==> src/rtl/jtag_seq_pkg.sv <==
// -----------------------------------------------------------------------------
// jtag_seq_pkg
//   Shared definitions for the JTAG master sequencer: host command opcodes,
//   sequencer state encoding and the fixed TAP-reset pattern length.
//   Optional build macro used by the sequencer: JTAG_SEQ_TRST_EN.
// -----------------------------------------------------------------------------
package jtag_seq_pkg;

    // Host command opcodes; encodings 4..7 are illegal.
    typedef enum logic [2:0] {
        OP_RESET     = 3'd0,
        OP_TMS_SEQ   = 3'd1,
        OP_SCAN      = 3'd2,
        OP_SCAN_FLIP = 3'd3
    } op_e;

    typedef enum logic [2:0] {
        ST_IDLE,
        ST_FETCH,
        ST_LOW,
        ST_HIGH,
        ST_STORE
    } state_e;

    // TAP reset: this many TMS=1 bits, followed by a single TMS=0 bit.
    localparam int unsigned RESET_TMS_ONES = 5;
    localparam int unsigned RESET_BITS     = RESET_TMS_ONES + 1;

    function automatic logic op_is_legal(input logic [2:0] op);
        return op <= 3'd3;
    endfunction

endpackage : jtag_seq_pkg

==> src/rtl/jtag_tck_gen.sv <==
// -----------------------------------------------------------------------------
// jtag_tck_gen
//   TCK phase generator. While run is high it produces a TCK with a half
//   period of TCK_DIV clk_i cycles, starting low. When run drops the phase
//   counter restarts and TCK is held low, which stretches TCK while the
//   sequencer waits for data.
//
// Ports
//   clk_i, rst_n_i : system clock, asynchronous active-low reset
//   run            : enable TCK toggling
//   tck            : registered TCK output
//   rise_stb       : high in the cycle whose closing clk_i edge raises tck
//   bit_done_stb   : high in the cycle whose closing clk_i edge lowers tck
//                    (the end of one full JTAG bit)
// -----------------------------------------------------------------------------
module jtag_tck_gen #(
    parameter int unsigned TCK_DIV = 4
) (
    input  logic clk_i,
    input  logic rst_n_i,
    input  logic run,
    output logic tck,
    output logic rise_stb,
    output logic bit_done_stb
);

    logic [7:0] cnt_q, cnt_d;
    logic       tck_q, tck_d;
    logic       phase_end;

    assign phase_end = run && (cnt_q == 8'(TCK_DIV - 1));

    always_comb begin
        // NOTE: every signal written here gets a default first, so no path
        // through the block leaves it unassigned and no latch is inferred.
        cnt_d = cnt_q;
        tck_d = tck_q;
        if (!run) begin
            cnt_d = '0;
            tck_d = 1'b0;
        end else if (phase_end) begin
            cnt_d = '0;
            tck_d = ~tck_q;
        end else begin
            cnt_d = cnt_q + 8'd1;
        end
    end

    always_ff @(posedge clk_i or negedge rst_n_i) begin
        // NOTE: flops take non-blocking assignments so every register sees
        // the pre-edge value of every other register, as the hardware does.
        if (!rst_n_i) begin
            cnt_q <= '0;
            tck_q <= 1'b0;
        end else begin
            cnt_q <= cnt_d;
            tck_q <= tck_d;
        end
    end

    assign tck          = tck_q;
    assign rise_stb     = phase_end && !tck_q;
    assign bit_done_stb = phase_end &&  tck_q;

endmodule : jtag_tck_gen

==> src/rtl/jtag_seq_ctrl.sv <==
// -----------------------------------------------------------------------------
// jtag_seq_ctrl
//   Synthesizable JTAG master sequencer. Accepts host commands (TAP reset,
//   TMS sequence, scan, scan with TMS raised on the final bit), streams
//   32-bit TMS/TDI words in, drives divided TCK/TMS/TDI and returns the
//   captured TDO bits as 32-bit words (first bit at the LSB).
//
//   Optional build macro JTAG_SEQ_TRST_EN adds trst_n_o, held low during the
//   TMS=1 portion of a TAP reset command.
//
// Ports
//   clk_i, rst_n_i            : system clock, asynchronous active-low reset
//   cmd_valid_i/cmd_ready_o   : command handshake (ready only in IDLE)
//   cmd_op_i, cmd_nbits_i     : opcode and bit count of the command
//   wr_valid_i/wr_ready_o     : outbound TMS/TDI word handshake, wr_data_i
//   rd_valid_o/rd_ready_i     : captured TDO word handshake, rd_data_o
//   busy_o                    : high whenever the sequencer is not idle
//   err_o                     : one-cycle pulse after an illegal op is taken
//   tck_o, tms_o, tdi_o       : registered JTAG outputs
//   tdo_i                     : JTAG TDO input
//   trst_n_o                  : (JTAG_SEQ_TRST_EN only) TAP reset, active-low
// -----------------------------------------------------------------------------
module jtag_seq_ctrl
    import jtag_seq_pkg::*;
#(
    parameter int unsigned TCK_DIV = 4,
    parameter int unsigned NBITS_W = 16
) (
    input  logic               clk_i,
    input  logic               rst_n_i,
    input  logic               cmd_valid_i,
    output logic               cmd_ready_o,
    input  logic [2:0]         cmd_op_i,
    input  logic [NBITS_W-1:0] cmd_nbits_i,
    input  logic               wr_valid_i,
    output logic               wr_ready_o,
    input  logic [31:0]        wr_data_i,
    output logic               rd_valid_o,
    input  logic               rd_ready_i,
    output logic [31:0]        rd_data_o,
    output logic               busy_o,
    output logic               err_o,
    output logic               tck_o,
    output logic               tms_o,
    output logic               tdi_o,
`ifdef JTAG_SEQ_TRST_EN
    output logic               trst_n_o,
`endif
    input  logic               tdo_i
);

    state_e             state_q, state_d;
    op_e                op_q, op_d;
    logic [NBITS_W-1:0] nbits_q, nbits_d;
    logic [NBITS_W-1:0] bit_cnt_q, bit_cnt_d;
    logic [NBITS_W-1:0] bit_cnt_inc;
    logic [4:0]         idx_q, idx_d;
    logic [31:0]        word_q, word_d;
    logic [31:0]        rd_q, rd_d;
    logic               tms_q, tms_d;
    logic               tdi_q, tdi_d;
    logic               err_q, err_d;

    logic               load_bit;
    logic               bit_val;
    logic               scan_op;
    logic               cmd_done;
    logic               run;
    logic               tck;
    logic               rise_stb;
    logic               bit_done_stb;

    // TCK only runs while a bit is actually being shifted; FETCH and STORE
    // stall it low.
    assign run = (state_q == ST_LOW) || (state_q == ST_HIGH);

    jtag_tck_gen #(
        .TCK_DIV (TCK_DIV)
    ) u_tck_gen (
        .clk_i        (clk_i),
        .rst_n_i      (rst_n_i),
        .run          (run),
        .tck          (tck),
        .rise_stb     (rise_stb),
        .bit_done_stb (bit_done_stb)
    );

    assign scan_op     = (op_q == OP_SCAN) || (op_q == OP_SCAN_FLIP);
    assign bit_cnt_inc = bit_cnt_q + NBITS_W'(1);
    assign cmd_done    = (bit_cnt_q == nbits_q);

    always_comb begin
        state_d   = state_q;
        op_d      = op_q;
        nbits_d   = nbits_q;
        bit_cnt_d = bit_cnt_q;
        idx_d     = idx_q;
        word_d    = word_q;
        rd_d      = rd_q;
        tms_d     = tms_q;
        tdi_d     = tdi_q;
        err_d     = 1'b0;
        load_bit  = 1'b0;
        bit_val   = 1'b0;

        unique case (state_q)
            ST_IDLE: begin
                if (cmd_valid_i) begin
                    nbits_d   = cmd_nbits_i;
                    bit_cnt_d = '0;
                    idx_d     = '0;
                    rd_d      = '0;
                    if (!op_is_legal(cmd_op_i)) begin
                        err_d = 1'b1;
                    end else begin
                        op_d = op_e'(cmd_op_i);
                        if (op_e'(cmd_op_i) == OP_RESET) begin
                            state_d  = ST_LOW;
                            load_bit = 1'b1;
                        end else begin
                            state_d = ST_FETCH;
                        end
                    end
                end
            end

            ST_FETCH: begin
                // Only reachable with nothing left to shift for nbits=0;
                // that command then takes exactly this one busy cycle.
                if (cmd_done) begin
                    state_d = ST_IDLE;
                end else if (wr_valid_i) begin
                    word_d   = wr_data_i;
                    rd_d     = '0;
                    state_d  = ST_LOW;
                    load_bit = 1'b1;
                    bit_val  = wr_data_i[0];
                end
            end

            ST_LOW: begin
                if (rise_stb) begin
                    state_d = ST_HIGH;
                    if (scan_op) begin
                        rd_d[idx_q] = tdo_i;
                    end
                end
            end

            ST_HIGH: begin
                if (bit_done_stb) begin
                    bit_cnt_d = bit_cnt_inc;
                    idx_d     = idx_q + 5'd1;
                    if (op_q == OP_RESET) begin
                        if (bit_cnt_inc == NBITS_W'(RESET_BITS)) begin
                            state_d = ST_IDLE;
                        end else begin
                            state_d  = ST_LOW;
                            load_bit = 1'b1;
                        end
                    end else if (bit_cnt_inc == nbits_q) begin
                        state_d = scan_op ? ST_STORE : ST_IDLE;
                    end else if (idx_q == 5'd31) begin
                        // Word exhausted: hand the capture out before asking
                        // for the next word.
                        state_d = scan_op ? ST_STORE : ST_FETCH;
                    end else begin
                        state_d  = ST_LOW;
                        load_bit = 1'b1;
                        bit_val  = word_q[idx_d];
                    end
                end
            end

            ST_STORE: begin
                if (rd_ready_i) begin
                    state_d = cmd_done ? ST_IDLE : ST_FETCH;
                end
            end

            default: begin
                state_d = ST_IDLE;
            end
        endcase

        // TMS/TDI are registered alongside the move into LOW, so they are
        // valid from the first LOW cycle and stable across the TCK rise.
        if (load_bit) begin
            case (op_d)
                OP_TMS_SEQ: begin
                    tms_d = bit_val;
                    tdi_d = 1'b0;
                end
                OP_SCAN: begin
                    tms_d = 1'b0;
                    tdi_d = bit_val;
                end
                OP_SCAN_FLIP: begin
                    tms_d = ((bit_cnt_d + NBITS_W'(1)) == nbits_d);
                    tdi_d = bit_val;
                end
                default: begin
                    tms_d = (bit_cnt_d < NBITS_W'(RESET_TMS_ONES));
                    tdi_d = 1'b0;
                end
            endcase
        end

        if (state_d == ST_IDLE) begin
            tms_d = 1'b0;
            tdi_d = 1'b0;
        end
    end

    always_ff @(posedge clk_i or negedge rst_n_i) begin
        if (!rst_n_i) begin
            state_q   <= ST_IDLE;
            op_q      <= OP_RESET;
            nbits_q   <= '0;
            bit_cnt_q <= '0;
            idx_q     <= '0;
            word_q    <= '0;
            rd_q      <= '0;
            tms_q     <= 1'b0;
            tdi_q     <= 1'b0;
            err_q     <= 1'b0;
        end else begin
            state_q   <= state_d;
            op_q      <= op_d;
            nbits_q   <= nbits_d;
            bit_cnt_q <= bit_cnt_d;
            idx_q     <= idx_d;
            word_q    <= word_d;
            rd_q      <= rd_d;
            tms_q     <= tms_d;
            tdi_q     <= tdi_d;
            err_q     <= err_d;
        end
    end

`ifdef JTAG_SEQ_TRST_EN
    logic trst_n_q, trst_n_d;

    // Low for exactly the TMS=1 bits of a TAP reset command; comes out of
    // reset low and is released on the first clock afterwards.
    assign trst_n_d = !(((state_d == ST_LOW) || (state_d == ST_HIGH)) &&
                        (op_d == OP_RESET) &&
                        (bit_cnt_d < NBITS_W'(RESET_TMS_ONES)));

    always_ff @(posedge clk_i or negedge rst_n_i) begin
        if (!rst_n_i) begin
            trst_n_q <= 1'b0;
        end else begin
            trst_n_q <= trst_n_d;
        end
    end

    assign trst_n_o = trst_n_q;
`endif

    assign cmd_ready_o = (state_q == ST_IDLE);
    assign busy_o      = (state_q != ST_IDLE);
    assign wr_ready_o  = (state_q == ST_FETCH) && !cmd_done;
    assign rd_valid_o  = (state_q == ST_STORE);
    assign rd_data_o   = rd_q;
    assign err_o       = err_q;
    assign tck_o       = tck;
    assign tms_o       = tms_q;
    assign tdi_o       = tdi_q;

endmodule : jtag_seq_ctrl

==> config.mk <==
export PLATFORM = sky130hd
export DESIGN_NAME = jtag_seq_ctrl
export DESIGN_NICKNAME = d
export VERILOG_FILES = /design/src/rtl/jtag_seq_pkg.sv /design/src/rtl/jtag_tck_gen.sv /design/src/rtl/jtag_seq_ctrl.sv
export SDC_FILE = /design/constraint.sdc
export NUM_CORES = 1
export LEC_CHECK = 0
export CAP_MARGIN = 20
export CORE_MARGIN = 3
export CORE_UTILIZATION = 60
export CTS_CLUSTER_DIAMETER = 150
export DETAILED_ROUTE_END_ITERATION = 16
export PLACE_DENSITY = 0.83
export RECOVER_POWER = 50
export REMOVE_ABC_BUFFERS = 1
export SLEW_MARGIN = 40
export SYNTH_ARGS = -nofsm -noshare
export SYNTH_HDL_FRONTEND = slang
export SYNTH_HIERARCHICAL = 1
export SYNTH_SLANG_ARGS = --single-unit
==> constraint.sdc <==
create_clock -name clk_i -period 10.6 [get_ports clk_i]
set_input_delay 1.06 -clock clk_i [delete_from_list [all_inputs] [get_ports clk_i]]
set_output_delay 1.06 -clock clk_i [all_outputs]
set_load 0.005 [all_outputs]
==> results.toml, run 1 <==
[routing]
drtAntennaViolNets = 0
num_vias = 6681
drcViolationCount = 0
drt_iter0_drc = 777
finalWirelength_um = 20900
dr.pass1.iters = 6
post_drt_via_cell_ratio = 6.61
wl_per_cell_um = 20.7

[power]
power_density_mw_per_mm2 = 232
seq_power_share = 0.346
share_comb_of_total_power = 0.372
p_leak_nw = 3.65
clock_power_share = 0.282
p_sw_w = 0.000773
irDropWorstVdd_mv = 0.180
swShare = 0.377
intPower_w = 0.00128

[setup_path]
critical_path.max_fanout = 64
critPathMaxStageDelay_ns = 2.47
worstSetupPathType = "in2async"
timing.rr.start = "u_tck_gen/cnt_q[0]$_DFF_PN0_"
cp.arrival_ns = 5.71
rrSetupSlack_ns = 5.39
timing.critical_path.buf_inv = 2
startpoint_type = "input pin"
worst-endpoint-required_ns = 10.13
critPathSlowestCell = "clkbuf_1"
critPathTopFamily = "buffers and inverters"
ff2ff_path_depth = 13
path_common_cell = "clkbuf_1"
path_cells = "clkbuf_1 > clkbuf_1"
rr_endpoint = "tms_o$_DFFE_PN0P_"
end_kind = "async pin"

[timing]
holdWs_ns = 0.483
finalCritPeriodShare = 0.583
tns_ns = 0
hold_viol_final = 0
fmax_mhz = 162
setup_viol = 0
relSlewSlack = -1.20
skew_ns = 0.00770
tightest_slew_ns = 3.30
fin_crit_ns = 6.18
rsz0062_at_grt = "no"
drv_slew = 122

[yosys]
netlist_area_mm2 = 0.00732
ys.warnings.count = 6
yosysUniqueCellTypes = 77
synth-seq-cells = 119
synth.avg_cell_area_um2 = 9.30
synthArstFlopShare = 1.00
synth-edff-count = 0
netlist_instances = 787
ys_seq_area_frac = 0.407
synth_ff_type = "dfrtp_1"

[min_path]
hold_path.class = "reg2reg"
hp-start = "word_q[0]$_DFFE_PN0P_"
worst_hold_path.endpoint = "word_q[0]$_DFFE_PN0P_"
hold_depth = 1

[grt]
grt_pass1_vias = 6443
antenna_found_initial = 0
grt_pass1_wl_um = 33400
grt_max_degree = 65
grt-busiest-layer = "met2"
track_usage = 0.318
overflow = 0
gr-usage-met3 = 0.0886
grtUsageMet1 = 0.442
grt_use_met2 = 0.491

[clock_tree]
cts_resized = 0
post_cts_buffers = 0
clkTransAtPathRegs_ns = 0.06
cts_htree_levels = 4
cts_root_buf = "clkbuf_16"
postCtsHoldBufs = 0
cts_tree = "built"
numCtsBuffers = 17
cts_sinks = 119
clk_latency_ns = 0.42
clockBufferDepth = 2

[flow_run]
cap_violations = 2

[finish]
final_cells = 1010
antennaDiodeCount = 0
drive_gt1_frac = 0.110
multi_input_area_mm2 = 0.00399
nNetsFinal = 922
syn_to_final_growth_pct = 20.4
seqCellArea_mm2 = 0.00298
fillCellCount = 837
layout_common_cells = "dfrtp_1 (118), o21ai_0 (94), clkdlybuf4s50_1 (94)"
final_common_cell = "dfrtp_1"

[floorplan]
rows = 39
initial_core_util = 0.628
num_io_pins = 97
core_mm2 = 0.0117
die-area_mm2 = 0.0136
dieWidth_um = 116
die_y_um = 116

[placed_design]
gp_congestion = 0.953
io_buffers = 96
hpwl_um = 14400
dpl.cell_count = 978

[run_status]
status = "complete, but fails checks"
violations = "max-capacitance violations, max-slew violations"
## worst max path at each step
stage / start / endpoint / depth (start not counted)
2_1_floorplan: u_tck_gen/cnt_q[0]$_DFF_PN0_ / tms_o$_DFFE_PN0P_ / 13
3_3_place_gp: u_tck_gen/cnt_q[0]$_DFF_PN0_ / tms_o$_DFFE_PN0P_ / 13
6_report: rst_n_i / idx_q[0]$_DFFE_PN0P_ / 2
5_1_grt: rst_n_i / idx_q[0]$_DFFE_PN0P_ / 2
4_1_cts: u_tck_gen/cnt_q[0]$_DFF_PN0_ / tms_o$_DFFE_PN0P_ / 14
3_5_place_dp: u_tck_gen/cnt_q[0]$_DFF_PN0_ / tms_o$_DFFE_PN0P_ / 14
## power groups by stage
stage | clock network, W | registers, W | logic, W
finish | 0.000579 | 0.000709 | 0.000761
floorplan | 0 | 0.000671 | 0.000526
CTS | 0.000580 | 0.000709 | 0.000751
global route | 0.000603 | 0.000727 | 0.000825
global placement | 0 | 0.000702 | 0.000712
detailed placement | 0 | 0.000712 | 0.000737
## metal layers
| layer | vias up | share of wire |
|---|---|---|
| met2 | 405 | 0.47 |
| li1 | 2984 | - |
| met3 | 41 | 0.10 |
| met1 | 3251 | 0.41 |
| met4 | 0 | 0.015 |
| met5 | - | 0 |
## synth_stat cells, types with 3 or more instances
| cell type | count | area, um^2 |
|---|---|---|
| xor2_1 | 18 | 158 |
| xnor2_1 | 37 | 324 |
| a211oi_1 | 8 | 60.1 |
| and2_1 | 11 | 68.8 |
| mux2i_1 | 8 | 80.1 |
| a21oi_1 | 52 | 260 |
| a31oi_1 | 8 | 50.1 |
| a21o_1 | 6 | 45.0 |
| nand2b_1 | 10 | 62.6 |
| nand4_1 | 15 | 93.8 |
| mux2_2 | 35 | 394 |
| ha_1 | 11 | 138 |
| clkbuf_1 | 30 | 113 |
| and3_1 | 11 | 68.8 |
| dfrtp_1 | 119 | 2980 |
| o21ai_0 | 93 | 465 |
| a211o_1 | 3 | 26.3 |
| or4_1 | 8 | 60.1 |
| buf_1 | 8 | 30.0 |
| or3_1 | 11 | 68.8 |
| a22o_1 | 3 | 26.3 |
| mux4_2 | 10 | 225 |
| o211ai_1 | 8 | 60.1 |
| nor2_1 | 41 | 154 |
| nor4_1 | 12 | 75.1 |
| nor2b_1 | 4 | 25.0 |
| buf_2 | 10 | 50.1 |
| nor3_1 | 10 | 50.1 |
| inv_1 | 27 | 101 |
| a41oi_1 | 3 | 26.3 |
| nor3b_1 | 5 | 37.5 |
| and4_1 | 3 | 26.3 |
| nand3_1 | 16 | 80.1 |
| nand2_1 | 79 | 297 |
## layout make-up
cell class	count	area share
multi-input combinational	589	0.453
sequential	119	0.338
timing repair buffer	100	0.111
clock buffer	18	0.0498
tap	143	0.0203
clock inverter	14	0.0167
inverter	27	0.0115
## kinds of logic after synthesis
logic type,count (synthesis),synth area share
adder cells (fa/ha/maj),11,0.0188
XOR/XNOR,55,0.0658
AND/OR/NAND/NOR,254,0.187
flip-flops,119,0.407
AO/OA/AOI/OAI,216,0.181
buffers and inverters,79,0.0453
multiplexers,53,0.0955
## stage by stage
step / utilization / setup WS, ns / cell area, um^2 / total power, W
after floorplan: - / 6.42 / 7090 / 0.00120
after global placement: 0.708 / 5.92 / 8260 / 0.00141
after detailed placement: 0.708 / 5.60 / 8260 / 0.00145
after CTS: 0.758 / 5.57 / 8840 / 0.00204
after global routing: 0.756 / 3.25 / 8820 / 0.00216
final: 0.756 / 4.42 / 8820 / 0.00205
## flip-flops by register name, summed over array words and instances, names as in the netlist
signal	count
word_q	32
u_tck_gen/tck	1
rd_data_o	32
nbits_q	16
err_o	1
op_q	3
state_q	3
tdi_o	1
bit_cnt_q	16
tms_o	1
u_tck_gen/cnt_q	8
idx_q	5
(Power assumes the default switching activity.)
==> inputs of run 2 (changes only) <==
Settings changed: CORE_UTILIZATION 60 to 51, PLACE_DENSITY 0.83 to 0.75.
Clock period 10.6 ns to 5.57 ns, I/O delays scaled along.
==> results.toml, run 2 (same netlist as run 1, synthesis figures left out) <==
[run_status]
status = "complete, but fails checks"
violations = "max-capacitance violations, max-slew violations"

[floorplan]
die_y_um = 126
die-area_mm2 = 0.0158
rows = 43
num_io_pins = 97
core_mm2 = 0.0139
dieWidth_um = 126
initial_core_util = 0.525

[clock_tree]
postCtsHoldBufs = 0
cts_root_buf = "clkbuf_16"
cts_resized = 0
clkTransAtPathRegs_ns = 0.06
post_cts_buffers = 0
cts_sinks = 119
clockBufferDepth = 2
cts_htree_levels = 4
numCtsBuffers = 17
cts_tree = "built"
clk_latency_ns = 0.43

[setup_path]
path_cells = "ha_1 > or4b_1 > nor4_1 > and4b_1 > buf_4 > nand3_1 > a211oi_1 > and2_1 > nand3_1 > or3_1 > xnor2_1 > nor4_1 > a41oi_1 > mux2i_1"
critPathSlowestCell = "nor4_1"
critPathMaxStageDelay_ns = 0.58
critPathTopFamily = "simple AND/OR/NAND/NOR gates"
worstSetupPathType = "reg2reg"
critical_path.max_fanout = 12
cp.arrival_ns = 5.18
end_kind = "register"
startpoint_type = "register"
timing.critical_path.buf_inv = 1
worst-endpoint-required_ns = 5.91

[flow_run]
cap_violations = 2

[placed_design]
hpwl_um = 14800
pre_cts_slack_ns = 0.883
gp_congestion = 0.930
io_buffers = 96

[finish]
final_common_cell = "dfrtp_1"
syn_to_final_growth_pct = 21.3
antennaDiodeCount = 0
layout_common_cells = "dfrtp_1 (118), clkdlybuf4s50_1 (95), o21ai_0 (94)"
fillCellCount = 1144
drive_gt1_frac = 0.113
nNetsFinal = 923

[timing]
skew_ns = 0.00835
tightest_slew_ns = 3.00
finalCritPeriodShare = 0.868
relSlewSlack = -1.00
drv_slew = 122
fmax_mhz = 207
rsz0062_at_grt = "no"
finalWorstSetupSlack_ns = 0.738
tns_ns = 0
setup_viol = 0
hold_viol_final = 0
fin_crit_ns = 4.83

[power]
seq_power_share = 0.351
swShare = 0.373
power_density_mw_per_mm2 = 434
p_sw_w = 0.00144
intPower_w = 0.00241
irDropWorstVdd_mv = 0.232
p_leak_nw = 3.66
clock_power_share = 0.282
share_comb_of_total_power = 0.367

[grt]
track_usage = 0.260
grt_pass1_vias = 6385
grt_pass1_wl_um = 32900
overflow = 0
antenna_found_initial = 0
grt_max_degree = 67

[routing]
wl_per_cell_um = 19.4
num_vias = 6492
drtAntennaViolNets = 0
drcViolationCount = 0
dr.pass1.iters = 7
finalWirelength_um = 20400
drt_iter0_drc = 653
post_drt_via_cell_ratio = 6.19

[min_path]
hold_path.class = "reg2reg"
run 2: routing by layer:
metal,wire (um),vias up,track usage
met5,0,-,0
met2,9610,280,0.407
met1,8660,3160,0.344
met3,1500,51,0.0636
met4,601,0,0.117
li1,-,3001,-
run 2: final timing paths:
check | startpoint | end | slack (ns) | cells past startpoint
worst max-delay path | u_tck_gen/cnt_q[0]$_DFF_PN0_ | tms_o$_DFFE_PN0P_ | 0.74 | 14
worst min-delay path | word_q[29]$_DFFE_PN0P_ | word_q[29]$_DFFE_PN0P_ | 0.50 | 1
worst max register to register | u_tck_gen/cnt_q[0]$_DFF_PN0_ | tms_o$_DFFE_PN0P_ | 0.74 | 14
worst min register to register | word_q[29]$_DFFE_PN0P_ | word_q[29]$_DFFE_PN0P_ | 0.50 | 1
max in group asynchronous | rst_n_i | u_tck_gen/cnt_q[6]$_DFF_PN0_ | 1.68 | 2
min in group asynchronous | rst_n_i | rd_data_o[24]$_DFFE_PN0P_ | 1.10 | 1
run 2: layout make-up:
cell class	count	area [um^2]	area share
multi-input cells	589	4010	0.452
flip-flops and latches	119	2980	0.335
repair buffers	101	986	0.111
clock buffers	18	429	0.0483
well taps	180	225	0.0254
clock inverters	14	150	0.0169
inverters	27	101	0.0114
run 2: power groups by stage:
| stage | Clock [W] | Combinational, W | Sequential (W) |
|---|---|---|---|
| floorplan | 0 | 0.00100 | 0.00128 |
| global placement | 0 | 0.00135 | 0.00134 |
| detailed placement | 0 | 0.00139 | 0.00136 |
| CTS | 0.00109 | 0.00141 | 0.00135 |
| global route | 0.00113 | 0.00155 | 0.00139 |
| finish | 0.00108 | 0.00141 | 0.00135 |
run 2: worst reg2reg max path, delay by kind of cell (launching register included):
| kind | cells | cell delay [ns] |
|---|---|---|
| xor gates and xnor gates | 1 | 0.14 |
| buffers and inverters | 1 | 0.26 |
| AOI/OAI and AO/OA | 2 | 0.70 |
| adders and majority gates | 1 | 0.21 |
| DFF | 1 | 0.41 |
| muxes | 1 | 0.17 |
| and+or+nand+nor | 8 | 2.88 |
run 2: through the flow:
step           utilization  power [W]  hold WS (ns)  cells  cell area, um^2
2_1_floorplan            -    0.00228         0.261    735             7090
3_3_place_gp         0.596    0.00269         0.461   1016             8310
3_5_place_dp         0.597    0.00276         0.493   1016             8310
4_1_cts              0.638    0.00384         0.202   1048             8890
5_1_grt              0.637    0.00407         0.518   1048             8880
6_report             0.637    0.00385         0.500   1048             8880
==> inputs of run 3 (changes only) <==
Settings changed: CORE_ASPECT_RATIO set to 1.2.
==> results.toml, run 3 (same netlist as run 1, synthesis figures left out) <==
[routing]
route.top_layer_used = "met4"
num_vias = 6513
wl_met3_um = 1060
drt_iter0_drc = 712
post_drt_via_cell_ratio = 6.27
wl_per_cell_um = 20.2
dr.pass1.iters = 6
wl_met1_um = 8670
drcViolationCount = 0
drtAntennaViolNets = 0
met2WireLength_um = 10800
finalWirelength_um = 20900

[timing]
finalCritPeriodShare = 0.900
rsz0062_at_grt = "no"
setup_viol = 0
fmax_mhz = 199
relSlewSlack = -1.58
holdWs_ns = 0.482
tns_ns = 0
tightest_slew_ns = 3.87
skew_ns = 0.0100
hold_viol_final = 0
drv_slew = 71
fin_crit_ns = 5.01

[clock_tree]
numCtsBuffers = 17
cts_tree = "built"
postCtsHoldBufs = 0
clkTransAtPathRegs_ns = 0.06
cts_resized = 0
cts_sinks = 119
cts_htree_levels = 4
clk_latency_ns = 0.42
post_cts_buffers = 0
clockBufferDepth = 2
cts_root_buf = "clkbuf_16"

[finish]
drive_gt1_frac = 0.113
nNetsFinal = 923
final_cells = 1039
antennaDiodeCount = 0
syn_to_final_growth_pct = 21.0
utilization = 0.635
layout_common_cells = "dfrtp_1 (118), o21ai_0 (94), clkdlybuf4s50_1 (94)"
multi_input_area_mm2 = 0.00400
final_common_cell = "dfrtp_1"
seqCellArea_mm2 = 0.00298
fillCellCount = 1189

[power]
p_leak_nw = 3.67
irDropWorstVdd_mv = 0.256
power_density_mw_per_mm2 = 434

[floorplan]
die_y_um = 137
num_io_pins = 97
initial_core_util = 0.525
dieWidth_um = 115
rows = 47
core_mm2 = 0.0139
die-area_mm2 = 0.0158

[grt]
grt_max_degree = 71
grt_pass1_vias = 6424
overflow = 0
grt_pass1_wl_um = 33600
track_usage = 0.273
antenna_found_initial = 0

[setup_path]
cp.arrival_ns = 5.36
end_kind = "register"
worst-endpoint-required_ns = 5.91
worstSetupPathType = "reg2reg"
startpoint_type = "register"
rrSetupSlack_ns = 0.56
critical_path.max_fanout = 15

[placed_design]
hpwl_um = 15200
gp_congestion = 0.934
io_buffers = 96
dpl.cell_count = 1007

[min_path]
hold_path.class = "reg2reg"

[run_status]
status = "complete, but fails checks"
violations = "max-capacitance violations, max-slew violations"

[flow_run]
cap_violations = 1
## run 3: metal layers
metal / global-route usage / vias to the layer above
met1: 0.338 / 3225
li1: - / 3008
met4: 0.0907 / 0
met2: 0.477 / 247
met3: 0.0523 / 33
met5: 0 / -
## run 3: final timing paths
| path | start | depth (start not counted) | endpoint |
|---|---|---|---|
| min in group asynchronous | rst_n_i | 1 | rd_data_o[3]$_DFFE_PN0P_ |
| max in group asynchronous | rst_n_i | 2 | nbits_q[14]$_DFF_PN0_ |
| setup reg to reg | u_tck_gen/cnt_q[0]$_DFF_PN0_ | 15 | tms_o$_DFFE_PN0P_ |
| setup / recovery | u_tck_gen/cnt_q[0]$_DFF_PN0_ | 15 | tms_o$_DFFE_PN0P_ |
| hold / removal | word_q[0]$_DFFE_PN0P_ | 1 | word_q[0]$_DFFE_PN0P_ |
| hold reg to reg | word_q[0]$_DFFE_PN0P_ | 1 | word_q[0]$_DFFE_PN0P_ |
## run 3: report_power, final
group          switching, W  internal, W  total, W
clock              0.000453     0.000633   0.00109
sequential         0.000257      0.00110   0.00135
combinational      0.000746     0.000656   0.00140
total               0.00146      0.00238   0.00384
## run 3: final cells by class
| class | count | area share |
|---|---|---|
| tap | 171 | 0.0242 |
| clock inverter | 15 | 0.0175 |
| inverter | 27 | 0.0114 |
| timing repair buffer | 101 | 0.111 |
| sequential | 119 | 0.336 |
| clock buffer | 17 | 0.0480 |
| multi-input combinational | 589 | 0.451 |
## run 3: critical path, cell delays in order, from the launching register on
cell and delay [ns]:
dfrtp_1 0.42, ha_1 0.21, or4b_1 0.54, nor4_1 0.69, nand4b_2 0.57, buf_4 0.36
nand3_1 0.15, and2_1 0.18, inv_1 0.08, ha_1 0.30, or4_1 0.55, o221ai_1 0.18
o2111ai_1 0.17, nor4_1 0.24, a41oi_1 0.15, mux2i_1 0.14
## run 3: through the flow
stage	cell area [um^2]	total power (W)	setup slack, ns
3_3_place_gp	8300	0.00269	0.890
3_5_place_dp	8310	0.00275	0.669
5_1_grt	8860	0.00406	0.175
2_1_floorplan	7090	0.00228	1.39
6_report	8860	0.00384	0.557
4_1_cts	8890	0.00385	0.644
